$ cat src/rtl/multicycle_control.sv
`default_nettype none
// ============================================================================
// Module   : multicycle_control
// Purpose  : Multi-cycle sequencing controller for an RV32I datapath. Steps
//            each instruction through FETCH / DECODE / EXECUTE / MEM /
//            WRITEBACK, drives the datapath enables, holds data-memory
//            requests until acknowledged, and flags illegal opcodes and
//            memory timeouts with a sticky fault that only reset clears.
// Ports    : i_clk, i_rst_n (async active-low), i_Run, i_OPCode[6:0],
//            i_MemAck; o_PCWrite, o_PCWriteCond, o_IRWrite, o_RegWrite,
//            o_MemRead, o_MemWrite, o_MemToReg, o_ALUSrc, o_ALUOp[1:0],
//            o_Fault, o_InstRet[31:0]
// Revision : 1.0 - initial release
// ============================================================================
module multicycle_control #(
    parameter int unsigned MEM_TIMEOUT = 16   // legal range 1..255
) (
    input  logic        i_clk,
    input  logic        i_rst_n,
    input  logic        i_Run,
    input  logic [6:0]  i_OPCode,
    input  logic        i_MemAck,
    output logic        o_PCWrite,
    output logic        o_PCWriteCond,
    output logic        o_IRWrite,
    output logic        o_RegWrite,
    output logic        o_MemRead,
    output logic        o_MemWrite,
    output logic        o_MemToReg,
    output logic        o_ALUSrc,
    output logic [1:0]  o_ALUOp,
    output logic        o_Fault,
    output logic [31:0] o_InstRet
);

    typedef enum logic [2:0] {
        S_IDLE      = 3'd0,
        S_FETCH     = 3'd1,
        S_DECODE    = 3'd2,
        S_EXECUTE   = 3'd3,
        S_MEM       = 3'd4,
        S_WRITEBACK = 3'd5,
        S_HALT      = 3'd6
    } state_t;

    // C_NONE doubles as the reset value and the "illegal opcode" result.
    typedef enum logic [2:0] {
        C_NONE   = 3'd0,
        C_R      = 3'd1,
        C_IALU   = 3'd2,
        C_LOAD   = 3'd3,
        C_STORE  = 3'd4,
        C_BRANCH = 3'd5
    } class_t;

    localparam logic [6:0] c_OP_R      = 7'b0110011;
    localparam logic [6:0] c_OP_IALU   = 7'b0010011;
    localparam logic [6:0] c_OP_LOAD   = 7'b0000011;
    localparam logic [6:0] c_OP_STORE  = 7'b0100011;
    localparam logic [6:0] c_OP_BRANCH = 7'b1100011;

    // Wait count value on the last MEM cycle allowed before timing out.
    localparam logic [7:0] c_WAIT_LAST = 8'(MEM_TIMEOUT - 1);

    state_t      r_state;
    class_t      r_class;
    logic [7:0]  r_wait;
    logic [31:0] r_instret;
    logic        r_fault;

    logic        r_pc_write;
    logic        r_pc_write_cond;
    logic        r_ir_write;
    logic        r_reg_write;
    logic        r_mem_read;
    logic        r_mem_write;
    logic        r_mem_to_reg;
    logic        r_alu_src;
    logic [1:0]  r_alu_op;

    class_t      w_op_class;
    state_t      w_next_state;
    class_t      w_next_class;
    logic [7:0]  w_next_wait;
    logic        w_retire;
    logic        w_fault_set;

    logic        w_pc_write;
    logic        w_pc_write_cond;
    logic        w_ir_write;
    logic        w_reg_write;
    logic        w_mem_read;
    logic        w_mem_write;
    logic        w_mem_to_reg;
    logic        w_alu_src;
    logic [1:0]  w_alu_op;

    // ------------------------------------------------------------------
    // Opcode classification (only consumed in DECODE)
    // ------------------------------------------------------------------
    always_comb begin
        w_op_class = C_NONE;
        case (i_OPCode)
            c_OP_R:      w_op_class = C_R;
            c_OP_IALU:   w_op_class = C_IALU;
            c_OP_LOAD:   w_op_class = C_LOAD;
            c_OP_STORE:  w_op_class = C_STORE;
            c_OP_BRANCH: w_op_class = C_BRANCH;
            default:     w_op_class = C_NONE;
        endcase
    end

    // ------------------------------------------------------------------
    // Next-state logic
    // ------------------------------------------------------------------
    always_comb begin
        w_next_state = r_state;
        w_next_class = r_class;
        w_next_wait  = r_wait;
        w_retire     = 1'b0;
        w_fault_set  = 1'b0;

        case (r_state)
            S_IDLE: begin
                if (i_Run) begin
                    w_next_state = S_FETCH;
                end
            end
            S_FETCH: begin
                w_next_state = S_DECODE;
            end
            S_DECODE: begin
                w_next_class = w_op_class;
                if (w_op_class == C_NONE) begin
                    w_next_state = S_HALT;
                    w_fault_set  = 1'b1;
                end else begin
                    w_next_state = S_EXECUTE;
                end
            end
            S_EXECUTE: begin
                case (r_class)
                    C_R, C_IALU:     w_next_state = S_WRITEBACK;
                    C_LOAD, C_STORE: begin
                        w_next_state = S_MEM;
                        w_next_wait  = 8'd0;
                    end
                    C_BRANCH:        w_retire = 1'b1;
                    default: begin
                        w_next_state = S_HALT;
                        w_fault_set  = 1'b1;
                    end
                endcase
            end
            S_MEM: begin
                // Ack is checked first so it wins over a coincident timeout.
                if (i_MemAck) begin
                    w_next_wait = 8'd0;
                    if (r_class == C_LOAD) begin
                        w_next_state = S_WRITEBACK;
                    end else begin
                        w_retire = 1'b1;
                    end
                end else if (r_wait == c_WAIT_LAST) begin
                    w_next_state = S_HALT;
                    w_fault_set  = 1'b1;
                end else begin
                    w_next_wait = r_wait + 8'd1;
                end
            end
            S_WRITEBACK: begin
                w_retire = 1'b1;
            end
            S_HALT: begin
                w_next_state = S_HALT;
            end
            default: begin
                w_next_state = S_IDLE;
            end
        endcase

        if (w_retire) begin
            w_next_state = i_Run ? S_FETCH : S_IDLE;
        end
    end

    // ------------------------------------------------------------------
    // Output decode from the upcoming state/class, so the registered
    // outputs are a pure function of the current state and class.
    // ------------------------------------------------------------------
    always_comb begin
        w_pc_write      = 1'b0;
        w_pc_write_cond = 1'b0;
        w_ir_write      = 1'b0;
        w_reg_write     = 1'b0;
        w_mem_read      = 1'b0;
        w_mem_write     = 1'b0;
        w_mem_to_reg    = 1'b0;
        w_alu_src       = 1'b0;
        w_alu_op        = 2'b00;

        case (w_next_state)
            S_FETCH: begin
                w_pc_write = 1'b1;
                w_ir_write = 1'b1;
            end
            S_EXECUTE: begin
                case (w_next_class)
                    C_R: w_alu_op = 2'b10;
                    C_IALU: begin
                        w_alu_op  = 2'b11;
                        w_alu_src = 1'b1;
                    end
                    C_LOAD, C_STORE: begin
                        w_alu_op  = 2'b00;
                        w_alu_src = 1'b1;
                    end
                    C_BRANCH: begin
                        w_alu_op        = 2'b01;
                        w_pc_write_cond = 1'b1;
                    end
                    default: w_alu_op = 2'b00;
                endcase
            end
            S_MEM: begin
                w_mem_read  = (w_next_class == C_LOAD);
                w_mem_write = (w_next_class == C_STORE);
            end
            S_WRITEBACK: begin
                w_reg_write  = 1'b1;
                w_mem_to_reg = (w_next_class == C_LOAD);
            end
            default: w_alu_op = 2'b00;
        endcase
    end

    // ------------------------------------------------------------------
    // State and registered outputs
    // ------------------------------------------------------------------
    always_ff @(posedge i_clk or negedge i_rst_n) begin
        if (!i_rst_n) begin
            r_state         <= S_IDLE;
            r_class         <= C_NONE;
            r_wait          <= 8'd0;
            r_instret       <= 32'd0;
            r_fault         <= 1'b0;
            r_pc_write      <= 1'b0;
            r_pc_write_cond <= 1'b0;
            r_ir_write      <= 1'b0;
            r_reg_write     <= 1'b0;
            r_mem_read      <= 1'b0;
            r_mem_write     <= 1'b0;
            r_mem_to_reg    <= 1'b0;
            r_alu_src       <= 1'b0;
            r_alu_op        <= 2'b00;
        end else begin
            r_state         <= w_next_state;
            r_class         <= w_next_class;
            r_wait          <= w_next_wait;
            if (w_retire) begin
                r_instret <= r_instret + 32'd1;
            end
            if (w_fault_set) begin
                r_fault <= 1'b1;
            end
            r_pc_write      <= w_pc_write;
            r_pc_write_cond <= w_pc_write_cond;
            r_ir_write      <= w_ir_write;
            r_reg_write     <= w_reg_write;
            r_mem_read      <= w_mem_read;
            r_mem_write     <= w_mem_write;
            r_mem_to_reg    <= w_mem_to_reg;
            r_alu_src       <= w_alu_src;
            r_alu_op        <= w_alu_op;
        end
    end

    assign o_PCWrite     = r_pc_write;
    assign o_PCWriteCond = r_pc_write_cond;
    assign o_IRWrite     = r_ir_write;
    assign o_RegWrite    = r_reg_write;
    assign o_MemRead     = r_mem_read;
    assign o_MemWrite    = r_mem_write;
    assign o_MemToReg    = r_mem_to_reg;
    assign o_ALUSrc      = r_alu_src;
    assign o_ALUOp       = r_alu_op;
    assign o_Fault       = r_fault;
    assign o_InstRet     = r_instret;

endmodule
`default_nettype wire

$ cat config.mk
export PLATFORM = sky130hd
export DESIGN_NAME = multicycle_control
export DESIGN_NICKNAME = d
export VERILOG_FILES = /design/src/rtl/multicycle_control.sv
export SDC_FILE = /design/constraint.sdc
export NUM_CORES = 1
export LEC_CHECK = 0
export CAP_MARGIN = 5
export CORE_ASPECT_RATIO = 0.6
export CORE_MARGIN = 2
export CORE_UTILIZATION = 58
export CTS_BUF_LIST = sky130_fd_sc_hd__clkbuf_4
export DETAILED_ROUTE_END_ITERATION = 8
export PLACE_DENSITY_LB_ADDON = 0.25
export SLEW_MARGIN = 30
export SYNTH_ARGS = -nofsm -noshare
export SYNTH_HDL_FRONTEND = slang
export SYNTH_SLANG_ARGS = --single-unit
$ cat constraint.sdc
create_clock -name i_clk -period 5.2 [get_ports i_clk]
set_input_delay 1.04 -clock i_clk [delete_from_list [all_inputs] [get_ports i_clk]]
set_output_delay 1.04 -clock i_clk [all_outputs]
set_load 0.01 [all_outputs]
### Yosys cells after proc, flatten, opt, wreduce, memory -nomap -nowiden

Cells that the tools add are included.

* add/subtract/negate cells: 2
* equal/unequal tests: 28
* mux-type cells: 35
* reduce and logical (&&, ||, !) cells: 8

Operator list (number)
* adder 32 x 1 -> 32 bit, second input constant: 1
* equality test 3 bit, second input constant: 9
* two-way mux 8 bit: 3
* equality test 3 x 2 -> 1 bit, second input constant: 7
* two-way mux 3 bit: 7
* case mux 3 bit (7 select lines): 1
* two-way mux 1 bit: 17
* case mux 8 bit (2 select lines): 1
* case mux 3 bit (5 select lines): 1
* equality test 7 x 6 -> 1 bit, second input constant: 2
* equality test 3 x 1 -> 1 bit, second input constant: 4
* case mux 3 bit (3 select lines): 1
* adder 8 x 1 -> 8 bit, second input constant: 1
* equality test 8 x 4 -> 1 bit, second input constant: 1
* equality test 7 x 2 -> 1 bit, second input constant: 1
* equality test 7 x 5 -> 1 bit, second input constant: 1
* equality test 7 bit, second input constant: 1
* zero test 3 bit: 2
* case mux 1 bit (3 select lines): 2
* case mux 2 bit (3 select lines): 1
* OR reduction 5 bit: 1
* OR reduction 2 bit: 2
* != test 3 bit, second input constant: 1
* AND reduction 3 bit: 1
* other kinds (4): 4

* register bits after elaboration: 56
* input bits: 11
* output and inout bits: 43
* logic and storage cells: 86

### Logic depth before layout (Yosys ltp)

* word-level depth: 8
* gate-level depth with buffers: 8
* mapped depth without buffers: 6

### Least setup slack after synthesis

OpenSTA, ideal clock, no wires.

* path kind: input to register
* from: input port i_MemAck
* to: register r_mem_read, in the netlist o_MemRead
* setup time: 136 ps
* arrival: 2154 ps
* data required time: 5064 ps
* setup slack: 2910 ps
* stages on the path: 6
* buffers on the path: 1
* cells stage by stage: or4b_1 clkbuf_1 o31ai_1 o21ai_1 nand3b_1 nor4_1

* word-level cells in the longest chain between the ends: 5
* elaborated cells between the ends (all ways): 7
* those cells by class: eq/ne: 1; mux: 6

Ends and longest elaborated chain
* from (decl): line 22 `input logic i_MemAck,`
* two-way mux 3 bit / two-way mux 1 bit (equally long branches): line 157 `if (i_MemAck) begin`
* case mux 3 bit (7 select lines) / case mux 1 bit (3 select lines) (equally long branches): line 123 `case (r_state)`
* two-way mux 3 bit (*): line 182 `if (w_retire) begin`
* equality test 3 bit (*): line 202 `case (w_next_state)`
* two-way mux 1 bit (*): line 202
* named net w_mem_read: line 92 `logic w_mem_read;`
* to (signal assigned): line 270 `r_mem_read <= w_mem_read;`
* to (decl): line 75 `logic r_mem_read;`

The timed path passes the listed nets; every way through them passes the cells marked *.
A chain may end at the register's enable or synchronous reset.

### Worst setup path after layout

* from: input port i_MemAck
* to: register r_instret[13], in the netlist o_InstRet[13]

* word-level cells in the longest chain between the ends: 2

Ends and longest elaborated chain
* two-way mux 1 bit: line 157
* case mux 1 bit (3 select lines): line 123
* to (signal assigned): line 261 `r_instret <= r_instret + 32'd1;`
* to (decl): line 68 `logic [31:0] r_instret;`

Every way passes these cells.

==> metrics.txt <==
# TYPE chip_impl_metric gauge
chip_impl_metric{name="placed_cells",unit=""} 385
chip_impl_metric{name="floorplan.io_pins",unit=""} 54
chip_impl_info{name="synth.area.top_cells",value="sky130_fd_sc_hd__dfrtp_1 (49%), sky130_fd_sc_hd__xor2_1 (6.5%), sky130_fd_sc_hd__xnor2_1 (3.4%)"} 1
chip_impl_metric{name="nNetsFinal",unit=""} 342
chip_impl_metric{name="synth_area_per_cell",unit="µm²"} 10.18
chip_impl_metric{name="cts-htree-levels",unit=""} 2
chip_impl_metric{name="floorplan.initialDensity",unit=""} 0.6117
chip_impl_metric{name="global_route.usage.met1",unit=""} 0.3719
chip_impl_metric{name="post_layout_nonfiller_instances",unit=""} 393
chip_impl_metric{name="post-dp-hpwl",unit="mm"} 4.132
chip_impl_metric{name="grt_use_met2",unit=""} 0.3010
chip_impl_metric{name="cts_buffers",unit=""} 5
chip_impl_metric{name="ir_drop",unit="µV"} 198.8
chip_impl_metric{name="finalSetupViolations",unit=""} 0
chip_impl_metric{name="grt_overflow_total",unit=""} 0
chip_impl_metric{name="synth.cell_area",unit="µm²"} 2850
chip_impl_metric{name="drv_cap",unit=""} 0
chip_impl_metric{name="detailed_place.area",unit="µm²"} 3379
chip_impl_info{name="grt_setup_unrepaired",value="no"} 1
chip_impl_info{name="synthDominantAreaCellType",value="sky130_fd_sc_hd__dfrtp_1"} 1
chip_impl_metric{name="dpl_worst_slack",unit="ns"} 2.106
chip_impl_metric{name="wl_per_cell",unit="µm"} 14.62
chip_impl_metric{name="clk_latency",unit="ns"} 0.38
chip_impl_metric{name="timing_hold_violations_final",unit=""} 0
chip_impl_metric{name="fin_area",unit="µm²"} 3442
chip_impl_metric{name="grt_start_max_net_pins",unit=""} 57
chip_impl_info{name="buffer_cell_driving_the_clock_tree_root",value="sky130_fd_sc_hd__clkbuf_4"} 1
chip_impl_metric{name="die_width",unit="µm"} 94.50
chip_impl_metric{name="first_iter_violations",unit=""} 147
chip_impl_metric{name="dieArea",unit="µm²"} 5509
chip_impl_metric{name="synth_enable_flop_cells",unit=""} 0
chip_impl_metric{name="post_cts.repair.setup_buffers",unit=""} 0
chip_impl_metric{name="clk_transition_reported_paths",unit="ns"} 0.17
chip_impl_metric{name="multi_input_comb_area",unit="µm²"} 1336
chip_impl_info{name="path_cells",value="clkdlybuf4s50_1, and3_1, o2111ai_2, or3_1, xnor2_1"} 1
chip_impl_metric{name="antenna_found_initial",unit=""} 0
chip_impl_metric{name="gate_count_of_the_mapped_netlist",unit=""} 280
chip_impl_metric{name="reg2reg_slack",unit="ns"} 2.96
chip_impl_metric{name="worst_path_max_fanout",unit=""} 15
chip_impl_info{name="synth-main-ff-cell",value="sky130_fd_sc_hd__dfrtp_1"} 1
chip_impl_info{name="crit_path_top_delay_cell",value="sky130_fd_sc_hd__clkdlybuf4s50_1"} 1
chip_impl_metric{name="number_of_global_route_vias_before_repair",unit=""} 1948
chip_impl_metric{name="worst-endpoint-arrival",unit="ns"} 2.97
chip_impl_metric{name="netlist.area_leader.share",unit=""} 0.4917
chip_impl_metric{name="synth.yosys.seq_area_share",unit=""} 0.4917
chip_impl_info{name="critPathKind",value="input port to register"} 1
chip_impl_info{name="worst_setup_path_start_kind",value="input port"} 1
chip_impl_info{name="crit_family",value="simple AND/OR/NAND/NOR gates"} 1
chip_impl_info{name="hold_path.class",value="register to register"} 1
chip_impl_metric{name="gr-usage-met3",unit=""} 0.04225
chip_impl_metric{name="hold_depth",unit=""} 2
chip_impl_metric{name="synth_fp_nets",unit=""} 293
chip_impl_info{name="top_usage_layer",value="met1"} 1
chip_impl_metric{name="place.port_buffers",unit=""} 53
chip_impl_metric{name="regArea",unit="µm²"} 1401
chip_impl_info{name="hold-path-endpoint",value="o_Fault"} 1
chip_impl_info{name="status",value="complete, no violations"} 1
chip_impl_metric{name="synth.distinct_cells",unit=""} 58
chip_impl_metric{name="leakage_power_total",unit="µW"} 0.001566
chip_impl_metric{name="timing.fmax",unit="GHz"} 0.3731
chip_impl_info{name="timing.rr.start",value="r_state[2]"} 1
chip_impl_info{name="synth_commonest_cells",value="sky130_fd_sc_hd__dfrtp_1 (56), sky130_fd_sc_hd__nand2_1 (23), sky130_fd_sc_hd__nor2_1 (23)"} 1
chip_impl_info{name="cts_tree",value="done"} 1
chip_impl_metric{name="synth-seq-cells",unit=""} 56
chip_impl_metric{name="ctsResizeCount",unit=""} 0
chip_impl_metric{name="detailroute.via_count",unit=""} 2220
chip_impl_metric{name="num-fill-cells",unit=""} 336
chip_impl_metric{name="die_height",unit="µm"} 58.30
chip_impl_metric{name="finalCoreUtilization",unit=""} 0.7387
chip_impl_metric{name="timing_max_transition_violations_final",unit=""} 0
chip_impl_metric{name="synth_warnings",unit=""} 0
chip_impl_metric{name="setup_total_negative_slack",unit="ns"} 0
chip_impl_metric{name="post_cts_hold_buffer_count",unit=""} 0
chip_impl_metric{name="wirelength",unit="mm"} 5.746
chip_impl_metric{name="drtAntennaViolNets",unit=""} 0
chip_impl_metric{name="ctsLongestPathBuffers",unit=""} 2
chip_impl_metric{name="path_buf_inv",unit=""} 1
chip_impl_metric{name="relSlewSlack",unit=""} 0.4856
chip_impl_metric{name="power_density",unit="nW/µm²"} 324.3
chip_impl_metric{name="synth_async_sr_flop_share",unit=""} 1.000
chip_impl_metric{name="place.gp.congestion",unit=""} 0.8546
chip_impl_metric{name="drt_pass1_iterations",unit=""} 4
chip_impl_metric{name="worstRegToRegCells",unit=""} 5
chip_impl_info{name="cp_endpoint_kind",value="register"} 1
chip_impl_metric{name="diodes",unit=""} 0
chip_impl_info{name="worst_hold_startpoint",value="o_Fault"} 1
chip_impl_metric{name="final_worst_slack",unit="ns"} 2.520
chip_impl_metric{name="worstMarginPinSlew",unit="ns"} 0.7715
chip_impl_metric{name="drc",unit=""} 0
chip_impl_metric{name="areaGrowthSynthToFinish",unit="%"} 20.76
chip_impl_metric{name="grt_pass1_wl",unit="mm"} 9.549
chip_impl_metric{name="worst-endpoint-required",unit="ns"} 5.49
chip_impl_metric{name="clock_sinks",unit=""} 56
chip_impl_metric{name="final.period_utilization",unit=""} 0.5154
chip_impl_metric{name="fp-row-count",unit=""} 19
chip_impl_metric{name="final_period_minus_worst_setup_slack",unit="ns"} 2.680
chip_impl_info{name="worst_r2r_endpoint",value="o_InstRet[13]"} 1
chip_impl_metric{name="global_route.usage.total",unit=""} 0.2222
chip_impl_info{name="synth_most_common_cell",value="sky130_fd_sc_hd__dfrtp_1"} 1
chip_impl_metric{name="crit_path_max_incr_delay",unit="ns"} 0.59
chip_impl_metric{name="clock_skew_after_layout",unit="ns"} 0.01856
chip_impl_metric{name="floorplan.core_area",unit="µm²"} 4659
chip_impl_metric{name="drive_gt1_frac",unit=""} 0.08788
chip_impl_metric{name="vias_per_inst",unit=""} 5.649
## metrics by stage
| step | total power, µW | hold slack, ns |
|---|---|---|
| floorplan | 810.6 | 0.4586 |
| global placement | 911.8 | 0.4637 |
| detailed placement | 921.6 | 0.4798 |
| CTS | 1120 | 0.5066 |
| global route | 1188 | 0.5165 |
| finish | 1116 | 0.5040 |
## where the power goes
group | switching, µW | total [µW] | internal, µW
clock network | 141 | 198 | 56.5
logic | 193 | 355 | 163
registers | 78.3 | 563 | 485
## kinds of logic after synthesis
logic type               share of synthesized area
AND/OR/NAND/NOR                             0.2520
flip-flops                                  0.4917
AO/OA/AOI/OAI                               0.1058
XOR/XNOR                                   0.09833
buffers and inverters                      0.03951
adder cells (fa/ha/maj)                   0.008778
multiplexers                              0.003951
## worst max path at each step
| stage | from | to | slack, ns | cells past startpoint |
|---|---|---|---|---|
| after floorplan | i_MemAck | o_MemRead | 2.91 | 6 |
| after global placement | i_MemAck | o_InstRet[13] | 2.16 | 5 |
| after detailed placement | i_MemAck | o_InstRet[13] | 2.11 | 5 |
| after CTS | i_MemAck | o_InstRet[13] | 2.53 | 5 |
| after global routing | i_MemAck | o_InstRet[21] | 2.40 | 5 |
| final | i_MemAck | o_InstRet[13] | 2.52 | 5 |
## worst reg2reg max path, delay by kind of cell, from the launching register on
kind,cells,cell delay [ns]
compound gates,1,0.44
xor+xnor,1,0.13
flops,1,0.53
simple gates,3,1.06
## routing by layer
layer / part of all wire / up-vias
li1: - / 1090
met1: 0.52 / 1058
met2: 0.42 / 67
met3: 0.058 / 5
met4: 0.0073 / 0
met5: 0 / -
## final cells by class
| type | count | area share |
|---|---|---|
| clock inverters | 3 | 0.007270 |
| well taps | 63 | 0.02290 |
| multi-input cells | 204 | 0.3882 |
| repair buffers | 54 | 0.1549 |
| clock buffers | 5 | 0.01091 |
| inverters | 8 | 0.008724 |
| flip-flops and latches | 56 | 0.4071 |
## flip-flops by register name (all words and copies together) (netlist names)
name	cells
o_InstRet	32
r_wait	8
r_class	3
r_state	3
o_ALUOp	2
o_ALUSrc	1
o_Fault	1
o_IRWrite	1
o_MemRead	1
o_MemToReg	1
o_MemWrite	1
o_PCWriteCond	1
o_RegWrite	1
## cells in the final DEF, fill, tap and decap left out, types with 3 or more instances in the layout
| cell type | n |
|---|---|
| sky130_fd_sc_hd__a21oi_1 | 4 |
| sky130_fd_sc_hd__a31oi_1 | 3 |
| sky130_fd_sc_hd__and3_1 | 9 |
| sky130_fd_sc_hd__and4_1 | 4 |
| sky130_fd_sc_hd__clkbuf_4 | 5 |
| sky130_fd_sc_hd__clkdlybuf4s50_1 | 52 |
| sky130_fd_sc_hd__dfrtp_1 | 56 |
| sky130_fd_sc_hd__inv_1 | 8 |
| sky130_fd_sc_hd__nand2_1 | 23 |
| sky130_fd_sc_hd__nand3_1 | 14 |
| sky130_fd_sc_hd__nand3b_1 | 4 |
| sky130_fd_sc_hd__nor2_1 | 23 |
| sky130_fd_sc_hd__nor3_1 | 17 |
| sky130_fd_sc_hd__nor4_1 | 6 |
| sky130_fd_sc_hd__o21ai_0 | 16 |
| sky130_fd_sc_hd__or3_1 | 4 |
| sky130_fd_sc_hd__xnor2_1 | 11 |
| sky130_fd_sc_hd__xor2_1 | 21 |
Power figures use the tool's default switching activity.
